<file path="config.mk">
export PLATFORM = sky130hd
export DESIGN_NAME = mul_f
export DESIGN_NICKNAME = d
export VERILOG_FILES = /design/src/rtl/mul_f.sv
export SDC_FILE = /design/constraint.sdc
export NUM_CORES = 2
export LEC_CHECK = 0
export CAP_MARGIN = 40
export CORE_AREA = 4 4 266 268
export CTS_CLUSTER_SIZE = 25
export DETAILED_ROUTE_END_ITERATION = 7
export DIE_AREA = 0 0 270 272
export GPL_TIMING_DRIVEN = 0
export PLACE_DENSITY = 0.53
export SYNTH_ARGS = -nofsm -noshare
export SYNTH_HDL_FRONTEND = slang
export SYNTH_SLANG_ARGS = --single-unit
</file>
<file path="constraint.sdc">
create_clock -name clk -period 4.5 [get_ports clk]
set_clock_uncertainty 0.05 [all_clocks]
set_input_delay 1.125 -clock clk [delete_from_list [all_inputs] [get_ports clk]]
set_output_delay 1.125 -clock clk [all_outputs]
set_load 0.02 [all_outputs]
</file>
<file path="src/rtl/mul_f.sv">
// mul_f -- IEEE-754 binary32 multiplier, s = a * b, round-to-nearest-even.
//
// Two-stage pipeline:
//   stage 1 : sign XOR, biased exponent sum, 24x24 significand product,
//             special-operand classification (NaN / infinity / zero).
//   stage 2 : normalise, round (RNE), overflow/underflow, special override,
//             pack into the registered output s.
// Subnormal operands are flushed to zero; subnormal results flush to signed zero.
//
// Ports
//   clk       in   1   clock, all state on rising edge
//   rst_n     in   1   asynchronous active-low reset
//   in_valid  in   1   a/b valid this cycle
//   a         in   32  operand A (binary32)
//   b         in   32  operand B (binary32)
//   s         out  32  product (binary32), registered, holds when no result
//   out_valid out  1   s holds the result of operands sampled 2 cycles earlier
module mul_f (
  input  logic        clk,
  input  logic        rst_n,
  input  logic        in_valid,
  input  logic [31:0] a,
  input  logic [31:0] b,
  output logic [31:0] s,
  output logic        out_valid
);

  localparam logic [31:0] CANON_NAN = 32'h7FC0_0000;

  // ---------------- stage 1 (combinational) ----------------
  logic [7:0]  exp_a, exp_b;
  logic [23:0] man_a, man_b;
  logic        zero_a, zero_b, inf_a, inf_b, nan_a, nan_b;
  logic [9:0]  exp_sum;
  logic [47:0] prod;

  assign exp_a  = a[30:23];
  assign exp_b  = b[30:23];
  assign man_a  = {1'b1, a[22:0]};
  assign man_b  = {1'b1, b[22:0]};
  // exp == 0 covers both true zero and subnormals (flush-to-zero)
  assign zero_a = (exp_a == 8'd0);
  assign zero_b = (exp_b == 8'd0);
  assign inf_a  = (exp_a == 8'hFF) && (a[22:0] == 23'd0);
  assign inf_b  = (exp_b == 8'hFF) && (b[22:0] == 23'd0);
  assign nan_a  = (exp_a == 8'hFF) && (a[22:0] != 23'd0);
  assign nan_b  = (exp_b == 8'hFF) && (b[22:0] != 23'd0);
  // 10-bit two's complement: range -125..381 fits comfortably
  assign exp_sum = {2'b00, exp_a} + {2'b00, exp_b} - 10'd127;
  assign prod    = {24'd0, man_a} * {24'd0, man_b};

  // ---------------- stage 1 registers ----------------
  logic        valid_reg;
  logic        sign_reg;
  logic [9:0]  exp_reg;
  logic [47:0] prod_reg;
  logic        nan_reg, inf_reg, zero_reg;

  always_ff @(posedge clk or negedge rst_n) begin
    if (!rst_n) begin
      valid_reg <= 1'b0;
      sign_reg  <= 1'b0;
      exp_reg   <= 10'd0;
      prod_reg  <= 48'd0;
      nan_reg   <= 1'b0;
      inf_reg   <= 1'b0;
      zero_reg  <= 1'b0;
    end else begin
      valid_reg <= in_valid;
      sign_reg  <= a[31] ^ b[31];
      exp_reg   <= exp_sum;
      prod_reg  <= prod;
      nan_reg   <= nan_a | nan_b | (inf_a & zero_b) | (inf_b & zero_a);
      inf_reg   <= inf_a | inf_b;
      zero_reg  <= zero_a | zero_b;
    end
  end

  // ---------------- stage 2 (combinational) ----------------
  logic [9:0]  exp_norm;
  logic [22:0] frac_trunc;
  logic        guard, sticky, round_up;
  logic [23:0] frac_rnd;
  logic [9:0]  exp_rnd;
  logic        ssign;
  logic [7:0]  sexp;
  logic [22:0] smant;

  always_comb begin
    // product of two [1,2) significands lies in [1,4): bit47 selects the shift
    if (prod_reg[47]) begin
      exp_norm   = exp_reg + 10'd1;
      frac_trunc = prod_reg[46:24];
      guard      = prod_reg[23];
      sticky     = |prod_reg[22:0];
    end else begin
      exp_norm   = exp_reg;
      frac_trunc = prod_reg[45:23];
      guard      = prod_reg[22];
      sticky     = |prod_reg[21:0];
    end
    round_up = guard & (sticky | frac_trunc[0]);
    // carry out of the fraction means significand became 2.0: fraction wraps to 0, exp+1
    frac_rnd = {1'b0, frac_trunc} + {23'd0, round_up};
    exp_rnd  = exp_norm + {9'd0, frac_rnd[23]};

    ssign = sign_reg;
    sexp  = exp_rnd[7:0];
    smant = frac_rnd[22:0];
    if (nan_reg) begin
      ssign = CANON_NAN[31];
      sexp  = CANON_NAN[30:23];
      smant = CANON_NAN[22:0];
    end else if (inf_reg) begin
      sexp  = 8'hFF;
      smant = 23'd0;
    end else if (zero_reg) begin
      sexp  = 8'd0;
      smant = 23'd0;
    end else if ($signed(exp_rnd) >= $signed(10'd255)) begin
      sexp  = 8'hFF;
      smant = 23'd0;
    end else if ($signed(exp_rnd) <= $signed(10'd0)) begin
      sexp  = 8'd0;
      smant = 23'd0;
    end
  end

  // ---------------- stage 2 registers ----------------
  always_ff @(posedge clk or negedge rst_n) begin
    if (!rst_n) begin
      s         <= 32'd0;
      out_valid <= 1'b0;
    end else begin
      out_valid <= valid_reg;
      if (valid_reg) begin
        s <= {ssign, sexp, smant};
      end
    end
  end

endmodule

</file>
Yosys cells after proc, flatten, opt, wreduce, memory -nomap -nowiden
Cells that the tools add are included.
{"block": "totals", "word_cells": 56, "register_bits": 96, "input_bits": 67, "out_inout_bits": 33}
{"block": "classes", "n_mux": 15, "n_eq_ne": 2, "n_lt_le_gt_ge": 2, "bitwise_logic": 10, "n_reduce_logical": 12, "multipliers": 1, "add_sub_neg": 5}
{"cell": "2-to-1 mux 23 bit", "count": 6}
{"cell": "multiplier 24 x 24 -> 48 bit", "count": 1}
{"cell": "zero test 23 bit", "count": 2}
{"cell": "nonzero test 23 bit", "count": 2}
{"cell": "2-to-1 mux 8 bit", "count": 5}
{"cell": "adder 23 x 1 -> 24 bit", "count": 1}
{"cell": "OR reduction 23 bit", "count": 1}
{"cell": "OR reduction 22 bit", "count": 1}
{"cell": "equality test 8 bit (second input constant)", "count": 2}
{"cell": "zero test 8 bit", "count": 2}
{"cell": "adder 10 x 1 -> 10 bit", "count": 1}
{"cell": "adder 10 x 1 -> 10 bit (second input constant)", "count": 1}
{"cell": ">= comparator 10 x 9 -> 1 bit (second input constant)", "count": 1}
{"cell": "<= comparator 10 x 1 -> 1 bit (second input constant)", "count": 1}
{"cell": "2-to-1 mux 10 bit", "count": 1}
{"cell": "subtractor 9 x 7 -> 10 bit (second input constant)", "count": 1}
{"cell": "adder 8 x 8 -> 9 bit", "count": 1}
{"cell": "OR 1 bit", "count": 6}
{"cell": "logical AND 1 bit", "count": 4}
{"cell": "bitwise AND 1 bit", "count": 3}
{"cell": "2-to-1 mux 1 bit", "count": 3}
{"cell": "bitwise XOR 1 bit", "count": 1}

Depth between registers and ports, before layout
{"block": "logic_depth", "word_depth": 12, "depth_mapped": 26}

Worst setup path before layout
No wires, ideal clock.
{"block": "synth_path", "path_kind": "input to register", "from": "in b[12]", "to": "reg prod_reg[40]", "setup_slack_ns": -2.923, "cell_stages": 25, "required_time_ns": 4.324, "arrival_time_ns": 7.247, "cell_sequence": "clkbuf_1 > clkbuf_1 > nand2_1 > fa_1 > inv_1 > fa_1 > inv_1 > fa_1 > inv_1 > fa_1 > fa_1 > fa_1 > inv_1 > fa_1 > inv_1 > ha_1 > clkbuf_1 > a41o_1 > a211o_1 > nand4_1 > a211oi_1 > o21ai_0 > a21boi_0 > nor4_1 > a311o_1"}
{"block": "synth_between", "elab_chain_len": 1}
{"item": "start: declaration", "line": "23", "text": "input logic [31:0] b,"}
{"item": "multiplier 24 x 24 -> 48 bit", "line": "50", "text": "assign prod = {24'd0, man_a} * {24'd0, man_b};"}
{"item": "via prod[40]", "line": "35", "text": "logic [47:0] prod;"}
{"item": "end signal: assignment", "line": "72", "text": "prod_reg <= prod;"}
{"item": "end: declaration", "line": "56", "text": "logic [47:0] prod_reg;"}
The timed path passes the listed nets, and every way through them passes these cells.
A chain may end at the register's enable or synchronous reset.

Final worst setup path
{"block": "layout_path", "from": "in a[11]", "to": "reg prod_reg[40]"}
{"block": "layout_between", "elab_chain_len": 1}
{"item": "start: declaration", "line": "22", "text": "input logic [31:0] a,"}
{"item": "multiplier 24 x 24 -> 48 bit", "line": "50"}
{"item": "via prod[40]", "line": "35"}
The timed path passes the listed nets, and every way through them passes these cells.

==> flow_metrics.env <==
export IMPL_nets=3616
export IMPL_async_reset_ff_share_pct=100.0
export IMPL_final_core_util_pct=45.02
export IMPL_path_clk_slew_ns=0.07
export IMPL_drt_pass1_iterations=5
export IMPL_ant_nets=0
export IMPL_syn_cell_area_um2=23770
export IMPL_ys_warn_count=0
export IMPL_core_area_um2=68350
export IMPL_grt_pass1_wl_um=125500
export IMPL_violations="negative setup slack"
export IMPL_port_buffers=99
export IMPL_status="finished with violations"
export IMPL_cts_buffers=9
export IMPL_synth_nets=3341
export IMPL_critPathKind="primary input to register"
export IMPL_routed_wl_um=83040
export IMPL_synth_edf_count=0
export IMPL_synthToLayoutAreaGrowth_pct=29.42
export IMPL_cp_slowest_stage_delay_ns=0.60
export IMPL_ys_ff_latch=96
export IMPL_worstPathRequired_ns=4.67
export IMPL_r2r_start="prod_reg[47]"
export IMPL_setup_tns_ns=-86.64
export IMPL_ctsHoldBuffers=0
export IMPL_mostFrequentLayoutCell="inv_1"
export IMPL_gp_congestion=0.9625
export IMPL_synthFlopType="dfrtp_1"
export IMPL_hpwl_um=66290
export IMPL_syn_area_per_cell_um2=9.147
export IMPL_setup_slack_ns=-2.875
export IMPL_rows=96
export IMPL_min_from="valid_reg"
export IMPL_drv_cap=0
export IMPL_setup_viol=40
export IMPL_start_util_pct=34.78
export IMPL_grt_max_degree=71
export IMPL_fillers=6429
export IMPL_post_drt_wl_per_cell_um=22.05
export IMPL_die_h_um=272
export IMPL_rsz0062_at_grt="yes"
export IMPL_drt_iter0_markers=1086
export IMPL_slew_viol_final=0
export IMPL_worst_ep_arrival_time_ns=7.55
export IMPL_crit_slowest_cell="fa_2"
export IMPL_cts_max_path_buffers=2
export IMPL_worst_slew_pin_transition_ns=0.8021
export IMPL_hold_viol_final=0
export IMPL_grtUsageTotal_pct=22.63
export IMPL_critPathCaptureType="register"
export IMPL_dp_slack_ns=-4.659
export IMPL_syn_inst=2599
export IMPL_grt_overflow=0
export IMPL_layout_min_cycle_time_ns=7.375
export IMPL_cts_tree="built"
export IMPL_crit_chain="buf_12 -> clkbuf_16 -> and2_4 -> fa_1 -> inv_2 -> fa_1 -> inv_2 -> fa_2 -> fa_1 -> fa_1 -> fa_1 -> inv_2 -> fa_1 -> inv_2 -> ha_4 -> buf_8 -> nand3_4 -> nor3_4 -> nand4_1 -> a211oi_4 -> o21ai_2 -> a21boi_2 -> nor4_2 -> a311o_1"
export IMPL_worstPathMaxFanout=8
export IMPL_drive_above_1_share_pct=21.78
export IMPL_final_cell_mix="inv_1, fa_1, nand2_1"
export IMPL_antenna_found_initial=4
export IMPL_cp_common_cell="fa_1"
export IMPL_clock_sinks=96
export IMPL_die_area_um2=73440
export IMPL_synth_seq_area_share_pct=10.11
export IMPL_fp_dieW_um=270
export IMPL_worst_setup_path_start_kind="primary input"
export IMPL_h_tree_depth=3
export IMPL_synthDistinctLibCells=80
export IMPL_clk_latency_ns=0.36
export IMPL_largest_reg_flops=48
export IMPL_crit_path_start="a[11]"
export IMPL_grt_pass1_vias=20453
export IMPL_max_freq_mhz=135.6
export IMPL_vias=18760
export IMPL_period_share_pct=163.9
export IMPL_boundaryPins=100
export IMPL_drc=0
export IMPL_cts_root_buf="clkbuf_16"
export IMPL_via_per_inst=4.981
export IMPL_hold_path_class="register to register"
export IMPL_max_slew_margin_pct=46.04
-- logic make-up after synthesis --
logic type               share of synthesized area, %
flip-flops                                      10.11
multiplexers                                   0.8631
XOR/XNOR                                        3.447
AO/OA/AOI/OAI                                   7.063
adder cells (fa/ha/maj)                         50.78
buffers and inverters                           11.59
AND/OR/NAND/NOR                                 16.15
-- critical path, delay by kind of cell --
| family | cells | cell delay, ns |
|---|---|---|
| buf+inv | 7 | 0.58 |
| compound gates | 4 | 1.11 |
| fa+ha+maj | 8 | 3.96 |
| simple gates | 5 | 0.74 |
-- per-stage QoR --
stage                     std cells  hold slack [ns]  instance area [um^2]
after floorplan                2599           0.3019                 24640
after global placement         3580           0.3119                 26730
after detailed placement       3583           0.3187                 26770
after CTS                      3719           0.3349                 30070
after global routing           3764           0.3519                 30760
final                          3766           0.3310                 30770
-- synth_stat cells (4+ instances only) --
cell / instances / area (um^2)
o211ai_1: 8 / 60.06
nand4_1: 16 / 100.1
ha_1: 192 / 2402
nand3b_1: 5 / 37.54
nand2_1: 318 / 1194
o31ai_1: 4 / 30.03
clkbuf_1: 108 / 405.4
o32ai_2: 16 / 260.3
nor3b_1: 4 / 30.03
fa_1: 483 / 9669
dfrtp_1: 96 / 2402
a211oi_1: 4 / 30.03
a31oi_1: 10 / 62.56
nor2_1: 65 / 244.0
nor2b_1: 10 / 62.56
nor4_1: 25 / 156.4
mux2_2: 4 / 45.04
nand2b_1: 5 / 31.28
a21o_1: 14 / 105.1
o21ai_0: 38 / 190.2
xnor2_1: 53 / 464.2
o21bai_1: 7 / 52.55
and4_1: 4 / 35.03
mux2i_1: 16 / 160.2
o21a_1: 6 / 45.04
a21boi_0: 6 / 45.04
inv_1: 607 / 2278
a21oi_1: 67 / 335.3
o22a_1: 4 / 35.03
nand3_1: 23 / 115.1
xor2_1: 35 / 306.5
and2_1: 250 / 1564
and3_1: 11 / 68.82
or3_1: 4 / 25.02
nor3_1: 11 / 55.05
-- worst paths after layout --
path	end	slack (ns)	cells after the start
min	out_valid	0.33	0
max	prod_reg[40]	-2.88	24
min reg2reg	out_valid	0.33	0
min in group asynchronous	s[28]	0.63	1
max reg2reg	s[13]	0.24	18
max in group asynchronous	prod_reg[5]	3.11	2
-- layout make-up --
| class | instances | area [um^2] | area share (%) |
|---|---|---|---|
| timing repair buffer | 272 | 2806 | 9.122 |
| sequential | 96 | 2402 | 7.808 |
| tap | 882 | 1104 | 3.587 |
| clock inverter | 7 | 90.09 | 0.2928 |
| antenna | 5 | 12.51 | 0.04067 |
| multi-input combinational | 1776 | 19840 | 64.50 |
| clock buffer | 9 | 225.2 | 0.7320 |
| inverter | 610 | 2350 | 7.638 |
| buffer | 109 | 1932 | 6.279 |
-- what timing repair did --
action / CTS / global route
endpoints found under the setup margin: 74 / 66
gates cloned: 3 / 1
setup buffers: 126 / 44
pin swaps: 138 / 94
resized for setup: 709 / 100
hold endpoints to repair: 0 / 0
-- layer usage --
| metal | up-vias | share of wire, % | GRT usage (%) |
|---|---|---|---|
| li1 | 8391 | - | - |
| met1 | 9569 | 42 | 29.11 |
| met2 | 659 | 47 | 37.80 |
| met3 | 141 | 6.9 | 4.572 |
| met4 | 0 | 4.3 | 8.547 |
| met5 | - | 0 | 0 |
Power is not shown: default switching activity piles up to over one toggle a cycle in this logic, so the estimate is an artifact.
